**config.mk**
```make
export PLATFORM = sky130hd
export DESIGN_NAME = ip_psram_arbiter
export DESIGN_NICKNAME = d
export VERILOG_FILES = /design/src/rtl/ip_psram_arbiter_pkg.sv /design/src/rtl/ip_psram_arb_rr.sv /design/src/rtl/ip_psram_arbiter.sv
export SDC_FILE = /design/constraint.sdc
export NUM_CORES = 1
export LEC_CHECK = 0
export ABC_AREA = 0
export CAP_MARGIN = 20
export CORE_AREA = 2 2 152 154
export DETAILED_ROUTE_END_ITERATION = 6
export DIE_AREA = 0 0 154 156
export GPL_ROUTABILITY_DRIVEN = 1
export PLACE_DENSITY = 0.7
export SYNTH_ARGS = -nofsm -noshare
export SYNTH_HDL_FRONTEND = slang
export SYNTH_HIERARCHICAL = 1
export SYNTH_SLANG_ARGS = --single-unit
```
**constraint.sdc**
```tcl
create_clock -name clk -period 5.6 [get_ports clk]
set_clock_uncertainty 0.15 [all_clocks]
set_input_delay 1.4 -clock clk [delete_from_list [all_inputs] [get_ports clk]]
set_output_delay 1.4 -clock clk [all_outputs]
set_load 0.005 [all_outputs]
```
**src/rtl/ip_psram_arbiter_pkg.sv**
```systemverilog
// Purpose : shared types and constants for the PSRAM arbiter slice.
// Contents: requester count, bus widths, FSM state encoding, request slot
//           record and the round-robin index step helper.
package ip_psram_arbiter_pkg;

  localparam int unsigned NUM_REQ = 3;
  localparam int unsigned ADDR_W  = 22;
  localparam int unsigned DATA_W  = 8;
  localparam int unsigned GNT_W   = 2;
  localparam int unsigned CNT_W   = 16;

  typedef enum logic [1:0] {
    ST_IDLE  = 2'd0,
    ST_ISSUE = 2'd1,
    ST_HOLD  = 2'd2,
    ST_WAIT  = 2'd3
  } state_t;

  typedef struct packed {
    logic              is_wr;
    logic [ADDR_W-1:0] addr;
    logic [DATA_W-1:0] wdata;
  } slot_t;

  // (base + step) mod NUM_REQ as a requester index.
  function automatic logic [GNT_W-1:0] rr_step(input logic [GNT_W-1:0] base,
                                               input int unsigned     step);
    int unsigned idx;
    idx = (32'(base) + step) % NUM_REQ;
    return idx[GNT_W-1:0];
  endfunction

endpackage

```
**src/rtl/ip_psram_arb_rr.sv**
```systemverilog
// Purpose : 3-way round-robin pick; searches from last_grant+1 upward (mod 3).
// Latency : combinational.  Backpressure: none, pure function of its inputs.
// Ports   : pending_i (request vector), last_grant_i -> grant_vld_o, grant_o.
module ip_psram_arb_rr
  import ip_psram_arbiter_pkg::*;
(
  input  logic [NUM_REQ-1:0] pending_i,
  input  logic [GNT_W-1:0]   last_grant_i,
  output logic               grant_vld_o,
  output logic [GNT_W-1:0]   grant_o
);

  logic [GNT_W-1:0] cand;

  always_comb begin
    grant_vld_o = 1'b0;
    grant_o     = last_grant_i;
    cand        = '0;
    // Nearest pending requester after last_grant wins; last_grant itself is
    // considered last so a lone requester can still be served back to back.
    for (int unsigned k = 1; k <= NUM_REQ; k++) begin
      cand = rr_step(last_grant_i, k);
      if (!grant_vld_o && pending_i[cand]) begin
        grant_vld_o = 1'b1;
        grant_o     = cand;
      end
    end
  end

endmodule

```
**src/rtl/ip_psram_arbiter.sv**
```systemverilog
// Purpose : arbitrates three single-beat requesters onto one PSRAM port.
// Latency : strobe at t -> rd/wr at t+2; completion pulse one cycle after the
//           PSRAM drops busy (or after TIMEOUT WAIT cycles).
// Backpressure: req_busy[i] high means further strobes from i are dropped.
// Ports   : clk/reset; req_rd/req_wr/req_address/req_wdata in, req_busy,
//           req_rdata, req_rdata_en, timeout_err out; rd/wr/address/wdata to
//           the PSRAM, busy/rdata/rdata_en back from it.
module ip_psram_arbiter
  import ip_psram_arbiter_pkg::*;
#(
  parameter logic [15:0] TIMEOUT = 16'd1024
) (
  input  logic                      clk,
  input  logic                      reset,
  input  logic [NUM_REQ-1:0]        req_rd,
  input  logic [NUM_REQ-1:0]        req_wr,
  input  logic [NUM_REQ*ADDR_W-1:0] req_address,
  input  logic [NUM_REQ*DATA_W-1:0] req_wdata,
  output logic [NUM_REQ-1:0]        req_busy,
  output logic [DATA_W-1:0]         req_rdata,
  output logic [NUM_REQ-1:0]        req_rdata_en,
  output logic                      timeout_err,
  output logic                      rd,
  output logic                      wr,
  output logic [ADDR_W-1:0]         address,
  output logic [DATA_W-1:0]         wdata,
  input  logic                      busy,
  input  logic [DATA_W-1:0]         rdata,
  input  logic                      rdata_en
);

  state_t             state_q;
  logic [GNT_W-1:0]   grant_q;
  logic [GNT_W-1:0]   last_grant_q;
  logic [CNT_W-1:0]   cnt_q;
  logic [CNT_W-1:0]   cnt_d;
  logic               seen_q;
  slot_t              slot_q [NUM_REQ];
  logic [NUM_REQ-1:0] req_busy_q;
  logic [NUM_REQ-1:0] req_rdata_en_q;
  logic [DATA_W-1:0]  req_rdata_q;
  logic [DATA_W-1:0]  wdata_q;
  logic [ADDR_W-1:0]  address_q;
  logic               rd_q;
  logic               wr_q;
  logic               timeout_err_q;

  logic               rr_vld;
  logic [GNT_W-1:0]   rr_grant;
  slot_t              cur_slot;
  slot_t              rr_slot;
  logic               in_service;
  logic               rdata_vld;
  logic               done_ok;
  logic               timed_out;

  // In IDLE nothing is in service, so every busy slot is a pending request.
  ip_psram_arb_rr u_rr (
    .pending_i    (req_busy_q),
    .last_grant_i (last_grant_q),
    .grant_vld_o  (rr_vld),
    .grant_o      (rr_grant)
  );

  assign cur_slot   = slot_q[grant_q];
  assign rr_slot    = slot_q[rr_grant];
  assign in_service = (state_q == ST_HOLD) || (state_q == ST_WAIT);
  // Read data only counts while a read is outstanding; stray pulses elsewhere drop.
  assign rdata_vld  = in_service && rdata_en && !cur_slot.is_wr;
  // A read may finish in the same cycle its data arrives with busy already low.
  assign done_ok    = (state_q == ST_WAIT) && !busy &&
                      (cur_slot.is_wr || seen_q || rdata_vld);
  assign cnt_d      = cnt_q + 16'd1;
  assign timed_out  = (state_q == ST_WAIT) && !done_ok && (cnt_d == TIMEOUT);

  always_ff @(posedge clk or posedge reset) begin
    if (reset) begin
      state_q        <= ST_IDLE;
      grant_q        <= '0;
      last_grant_q   <= 2'd2;
      cnt_q          <= '0;
      seen_q         <= 1'b0;
      req_busy_q     <= '0;
      req_rdata_en_q <= '0;
      req_rdata_q    <= '0;
      wdata_q        <= '0;
      address_q      <= '0;
      rd_q           <= 1'b0;
      wr_q           <= 1'b0;
      timeout_err_q  <= 1'b0;
      for (int unsigned i = 0; i < NUM_REQ; i++) begin
        slot_q[i] <= '0;
      end
    end else begin
      req_rdata_en_q <= '0;

      // Slot capture; a read strobe wins over a simultaneous write strobe.
      for (int unsigned i = 0; i < NUM_REQ; i++) begin
        if (!req_busy_q[i] && (req_rd[i] || req_wr[i])) begin
          slot_q[i].is_wr <= !req_rd[i];
          slot_q[i].addr  <= req_address[i*ADDR_W +: ADDR_W];
          slot_q[i].wdata <= req_wdata[i*DATA_W +: DATA_W];
          req_busy_q[i]   <= 1'b1;
        end
      end

      case (state_q)
        ST_IDLE: begin
          if (rr_vld) begin
            grant_q      <= rr_grant;
            last_grant_q <= rr_grant;
            rd_q         <= !rr_slot.is_wr;
            wr_q         <= rr_slot.is_wr;
            address_q    <= rr_slot.addr;
            wdata_q      <= rr_slot.wdata;
            state_q      <= ST_ISSUE;
          end
        end
        ST_ISSUE: begin
          rd_q    <= 1'b0;
          wr_q    <= 1'b0;
          cnt_q   <= '0;
          seen_q  <= 1'b0;
          state_q <= ST_HOLD;
        end
        ST_HOLD: begin
          // busy may still reflect the previous access here, so it is not looked at.
          if (rdata_vld) begin
            seen_q      <= 1'b1;
            req_rdata_q <= rdata;
          end
          state_q <= ST_WAIT;
        end
        ST_WAIT: begin
          if (rdata_vld) begin
            seen_q      <= 1'b1;
            req_rdata_q <= rdata;
          end
          if (done_ok) begin
            req_busy_q[grant_q] <= 1'b0;
            if (!cur_slot.is_wr) begin
              req_rdata_en_q[grant_q] <= 1'b1;
            end
            state_q <= ST_IDLE;
          end else if (timed_out) begin
            req_busy_q[grant_q] <= 1'b0;
            timeout_err_q       <= 1'b1;
            if (!cur_slot.is_wr) begin
              req_rdata_q             <= '1;
              req_rdata_en_q[grant_q] <= 1'b1;
            end
            state_q <= ST_IDLE;
          end else begin
            cnt_q <= cnt_d;
          end
        end
        default: state_q <= ST_IDLE;
      endcase
    end
  end

  assign req_busy     = req_busy_q;
  assign req_rdata    = req_rdata_q;
  assign req_rdata_en = req_rdata_en_q;
  assign timeout_err  = timeout_err_q;
  assign rd           = rd_q;
  assign wr           = wr_q;
  assign address      = address_q;
  assign wdata        = wdata_q;

endmodule

```
== Word-level counts from Yosys, hierarchy flattened ==
Cells that the tools add are included.

* $add $sub $neg: 4
* Divide/modulo/power cells: 3
* Magnitude comparators: 7
* Equal/unequal tests: 9
* Mux-type cells: 48
* Bitwise gates (word level): 5
* Reduce and logical (&&, ||, !) cells: 42

{| class="wikitable"
|+ Operators by type and width
! kind !! number
|-
| binary-select mux 31 bit (select 2 bit) || 2
|-
| 2-to-1 mux 31 bit || 4
|-
| modulo 32 x 2 -> 32 bit (second input constant) || 3
|-
| 2-to-1 mux 16 bit || 2
|-
| 2-to-1 mux 8 bit || 4
|-
| one-hot mux 16 bit (2 select lines) || 1
|-
| 2-to-1 mux 3 bit || 7
|-
| adder 16 x 1 -> 16 bit (second input constant) || 1
|-
| equality test 16 x 11 -> 1 bit (second input constant) || 1
|-
| one-hot mux 8 bit (2 select lines) || 1
|-
| 2-to-1 mux 1 bit || 13
|-
| logical AND 1 bit || 12
|-
| zero test 1 bit || 12
|-
| < comparator 2 x 3 -> 1 bit (second input constant) || 4
|-
| 2-to-1 mux 2 bit || 6
|-
| one-hot mux 2 bit (4 select lines) || 1
|-
| AND reduction 2 bit || 4
|-
| nonzero test 2 bit || 4
|-
| adder 2 x 2 -> 3 bit (second input constant) || 2
|-
| binary-select mux 1 bit (select 2 bit) || 3
|-
| >= comparator 3 bit (second input constant) || 2
|-
| logical OR 1 bit || 6
|-
| inequality test 2 bit (second input constant) || 3
|-
| NOT 2 -> 3 bit || 2
|-
| other kinds (14) || 18
|}

* Register bits: 163
* Output and inout port bits: 47

== Logic depth before layout (Yosys ltp) ==
* Word-level depth: 18
* Gate-level depth with buffers: 13
* Mapped depth without buffers: 11

== Hierarchy ==
The synthesis kept the hierarchy.

{| class="wikitable"
|+ Modules (own cells, without submodules)
! module !! times used !! cells an instance !! area each (um^2) !! seq. area each (um^2)
|-
| ip_psram_arbiter || 1 || 634 || 7363.3 || 4055.1
|-
| ip_psram_arb_rr || 1 || 50 || 326.6 || 0.0
|}

== Worst setup path before layout ==
OpenSTA, ideal clock, no wires.

* Path type: register -> register
* Start point: register last_grant_q[1]
* End point: register address_q[10] (netlist: address[10])
* Arrival time: 2.638 ns
* Required time: 5.313 ns
* Path slack: 2.675 ns
* Cell stages (with the launch flop): 14
* Buffers on the path: 3
* Cells stage by stage: dfstp_2 -> inv_1 -> ha_1 -> buf_2 -> nand2_1 -> o31ai_1 -> a21oi_1 -> a2bb2oi_1 -> clkbuf_1 -> clkbuf_1 -> mux2i_1 -> nor2_1 -> a21oi_1 -> a21oi_1

* Longest elaborated chain between the ends: 15

{| class="wikitable"
|+ RTL lines
! item !! RTL line !! source
|-
| start: declaration || ip_psram_arbiter.sv:34 || <nowiki>logic [GNT_W-1:0] last_grant_q;</nowiki>
|-
| start signal: assignment || ip_psram_arbiter.sv:111 || <nowiki>last_grant_q <= rr_grant;</nowiki>
|-
| adder 2 x 1 -> 3 bit || ip_psram_arbiter_pkg.sv:29 || <nowiki>idx = (32'(base) + step) % NUM_REQ;</nowiki>
|-
| modulo 32 x 2 -> 32 bit || ip_psram_arbiter_pkg.sv:29 ||
|-
| binary-select mux 1 bit (select 2 bit) || ip_psram_arb_rr.sv:23 || <nowiki>if (!grant_vld_o && pending_i[cand]) begin</nowiki>
|-
| 2-to-1 mux 1 bit (implied by the code) || ip_psram_arb_rr.sv:23 ||
|-
| 2-to-1 mux 1 bit || ip_psram_arb_rr.sv:23 ||
|-
| zero test 1 bit || ip_psram_arb_rr.sv:23 ||
|-
| logical AND 1 bit || ip_psram_arb_rr.sv:23 ||
|-
| 2-to-1 mux 1 bit || ip_psram_arb_rr.sv:23 ||
|-
| zero test 1 bit || ip_psram_arb_rr.sv:23 ||
|-
| logical AND 1 bit || ip_psram_arb_rr.sv:23 ||
|-
| 2-to-1 mux 2 bit (*) || ip_psram_arb_rr.sv:23 ||
|-
| net rr_grant[1] || ip_psram_arbiter.sv:49 || <nowiki>logic [GNT_W-1:0] rr_grant;</nowiki>
|-
| NOT 2 -> 3 bit (implied by the code) (*) || ip_psram_arbiter.sv:66 || <nowiki>assign rr_slot = slot_q[rr_grant];</nowiki>
|-
| binary-select mux 31 bit (select 2 bit) (*) || ip_psram_arbiter.sv:66 ||
|-
| 2-to-1 mux 31 bit (implied by the code) (*) (2 in series) || ip_psram_arbiter.sv:66 ||
|-
| end signal: assignment || ip_psram_arbiter.sv:114 || <nowiki>address_q <= rr_slot.addr;</nowiki>
|-
| end: declaration || ip_psram_arbiter.sv:43 || <nowiki>logic [ADDR_W-1:0] address_q;</nowiki>
|}

Mark *: on every way through the listed nets, which the timed path passes. The rest lies on a longest branch. The select of a mux whose other input is x is not followed.
A chain may end at the register's enable or synchronous reset.

==> results.py <==
metrics = {
    "pwr": {
        "p_leak_nw": 4.34,
        "p_comb_frac": 0.446,
        "netSwitchingFraction": 0.370,
        "p_seq_frac": 0.349,
        "ir_drop_mv": 0.262,
        "pwr-share-clk": 0.205,
        "powerDensity_nw_per_um2": 574,
        "p_int_mw": 3.67,
        "p_switching_mw": 2.15,
    },
    "synthesis": {
        "synth_cell_types": 76,
        "yosys_warnings": 6,
        "yosys_most_used_dff": "dfrtp_1",
        "ys_seq_area_frac": 0.527,
        "postSynthAreaPerCell_um2": 11.2,
        "async_flop_share": 1.00,
        "synth_edf_count": 0,
        "synth_top_cell_by_area": "dfrtp_1",
        "synth.cell_area_um2": 7690,
        "synth_area_leaders": "dfrtp_1 (52%), mux2_2 (13%), a21oi_1 (5.0%)",
        "synthCells": 684,
        "syn-num-nets": 799,
        "yosys_register_bits": 162,
        "synth.top_cell.area_share": 0.524,
    },
    "die": {
        "num_rows": 55,
        "die_h_um": 156,
        "die_width_um": 154,
        "die_area_um2": 24000,
        "core-area_um2": 22400,
        "boundaryPins": 155,
        "initial_core_util": 0.344,
    },
    "timing": {
        "setup_tns_ps": 0,
        "rsz0062_at_grt": "no",
        "setup_viol": 0,
        "timing.final.ws_setup_ps": 1910,
        "holdWs_ps": 327,
        "slew-limit-headroom": 0.336,
        "post-route-period-util": 0.659,
        "slew_violations": 0,
        "worst_pin_slew_ps": 996,
        "hold_viol_final": 0,
        "max_freq_ghz": 0.271,
        "min_period_ps": 3690,
    },
    "final_layout": {
        "multi_input_area_um2": 3420,
        "final_net_count": 943,
        "post_route_cells_drive_above_1_share": 0.194,
        "seq_area_um2": 4060,
        "antenna_cells": 0,
        "fill_cells": 2041,
        "syn_to_final_growth_pct": 32.2,
    },
    "clocking": {
        "h-tree-depth": 4,
        "clockRootBuffer": "clkbuf_16",
        "hold_buffers": 0,
        "clk_pin_slew_ps": 70,
        "post_cts_buffers": 0,
        "clkLatencyLatePin_ps": 420,
        "cts_num_sinks": 162,
        "cts_tree": "yes",
        "cts_made_buffers": 17,
        "cts_resized": 0,
        "clockBufferDepth": 2,
    },
    "critical_path": {
        "path_max_fanout": 19,
        "endpoint_kind": "register",
        "path_class": "reg2reg",
        "crit_arrival_ps": 3820,
        "critPathLaunchType": "register",
        "critPathRequiredTime_ps": 5730,
    },
    "routing": {
        "drt_first_pass_iters": 5,
        "wl_per_cell_um": 16.6,
        "vias": 5676,
        "drc": 0,
        "drt_iter0_markers": 318,
        "routed_wl_mm": 18.7,
        "antenna_left": 0,
        "via_per_inst": 5.04,
    },
    "global_routing": {
        "antenna_found_initial": 0,
        "met1_usage": 0.213,
        "grt_pass1_vias": 5900,
        "grt_pass1_wl_mm": 30.6,
        "grt_usage": 0.161,
        "grtUsageMet2": 0.261,
        "grt-ovfl-total": 0,
        "grt_max_degree": 163,
        "top_usage_layer": "met2",
        "met3_usage": 0.0464,
    },
    "placement": {
        "io_buffers": 154,
        "place_congestion": 0.781,
        "dp_hpwl_mm": 12.5,
        "dpl_worst_slack_ps": 1910,
    },
    "flow_run": {
        "maxCapViolations": 0,
    },
    "outcome": {
        "status": "finished clean",
    },
    "hold_path": {
        "hold_path.class": "reg2reg",
    },
}
final cells by class:
cell class	count	area share
Sequential cell	162	0.399
Multi-Input combinational cell	460	0.337
Clock buffer	18	0.0432
Tap cell	285	0.0351
Inverter	25	0.00960
Clock inverter	14	0.0164
Timing Repair Buffer	162	0.160
critical path, cell delays in order, from the launching register on:
cell	delay, ps
dfrtp_1	490
inv_1	80
ha_1	560
mux2i_1	280
o22a_1	190
a32oi_1	150
a2bb2oi_4	690
buf_4	430
mux2i_1	230
nor2_1	50
a21oi_1	140
a21oi_1	80
cell usage in the layout (no fill, tap or decap), drive strengths merged, types with 8 or more instances in the layout:
cell type and n:
dfrtp 161, clkdlybuf4s50 154, mux2 92, nor2 79, a21oi 79, mux2i 35
inv 31, nand2 25, o21ai 21, clkbuf 18, nand3 13, nor3 10
nor4b 9, buf 8
power groups by stage:
| stage | sequential (mW) | clock, mW | combinational (mW) |
|---|---|---|---|
| after floorplan | 1.97 | 0 | 1.81 |
| after global placement | 2.03 | 0 | 2.58 |
| after detailed placement | 2.05 | 0 | 2.63 |
| after CTS | 2.04 | 1.22 | 2.64 |
| after global routing | 2.11 | 1.28 | 2.90 |
| final | 2.04 | 1.19 | 2.60 |
registers in the layout, summed over array words and instances, names as in the netlist:
register      cells
slot_q           93
address          22
cnt_q            16
req_rdata         8
wdata             8
req_busy          3
req_rdata_en      3
grant_q           2
state_q           2
last_grant_q      1
rd                1
seen_q            1
timeout_err       1
wr                1
path summary, 6_finish.rpt:
kind,start,to,slack (ps),cells past startpoint
min in group asynchronous,reset,wdata[2]$_DFFE_PP0P_,1360,3
max reg2reg,grant_q[0]$_DFFE_PP0P_,wdata[3]$_DFFE_PP0P_,1910,11
max in group asynchronous,reset,cnt_q[10]$_DFFE_PP0P_,3130,3
min,timeout_err$_DFFE_PP0P_,timeout_err$_DFFE_PP0P_,330,1
min reg2reg,timeout_err$_DFFE_PP0P_,timeout_err$_DFFE_PP0P_,330,1
max,grant_q[0]$_DFFE_PP0P_,wdata[3]$_DFFE_PP0P_,1910,11
cells by family (layout without fill, tap and decap cells):
kind of cell	after synthesis	after routing	synth area share
buffers and inverters	62	219	0.0350
adder cells (fa/ha/maj)	7	7	0.0114
flip-flops	162	162	0.527
XOR/XNOR	9	9	0.0112
AO/OA/AOI/OAI	142	142	0.114
multiplexers	127	127	0.181
AND/OR/NAND/NOR	175	175	0.121
Yosys cell counts, types with 3 or more instances:
master / count
nand3_1: 11
ha_1: 7
dfrtp_1: 161
nand2b_1: 3
nor2_1: 79
nor2b_1: 3
mux2i_1: 35
inv_1: 25
xnor2_1: 3
nor3_1: 9
xor2_1: 5
nand2_1: 24
o21bai_1: 4
o21ai_0: 18
nor4b_1: 8
a211o_1: 3
a21o_1: 3
and3_1: 4
nand4_1: 5
a22o_1: 4
a31oi_1: 5
and3_2: 3
buf_2: 5
nor4_1: 3
a21oi_1: 77
clkbuf_1: 26
mux2_2: 91
routing by layer:
metal  share of wire  up-vias
li1                -     2719
met1            0.47     2800
met2            0.47      146
met3           0.053       11
met4          0.0074        0
met5               0        -
stage by stage:
stage | area (µm²) | power, mW | util | std cells
after floorplan | 7690 | 3.78 | - | 684
after global placement | 9540 | 4.61 | 0.426 | 1093
after detailed placement | 9540 | 4.69 | 0.426 | 1093
after CTS | 10100 | 5.90 | 0.453 | 1125
after global routing | 10200 | 6.29 | 0.454 | 1126
final | 10200 | 5.83 | 0.454 | 1126
Note: power is estimated with default switching activity, not from simulation.
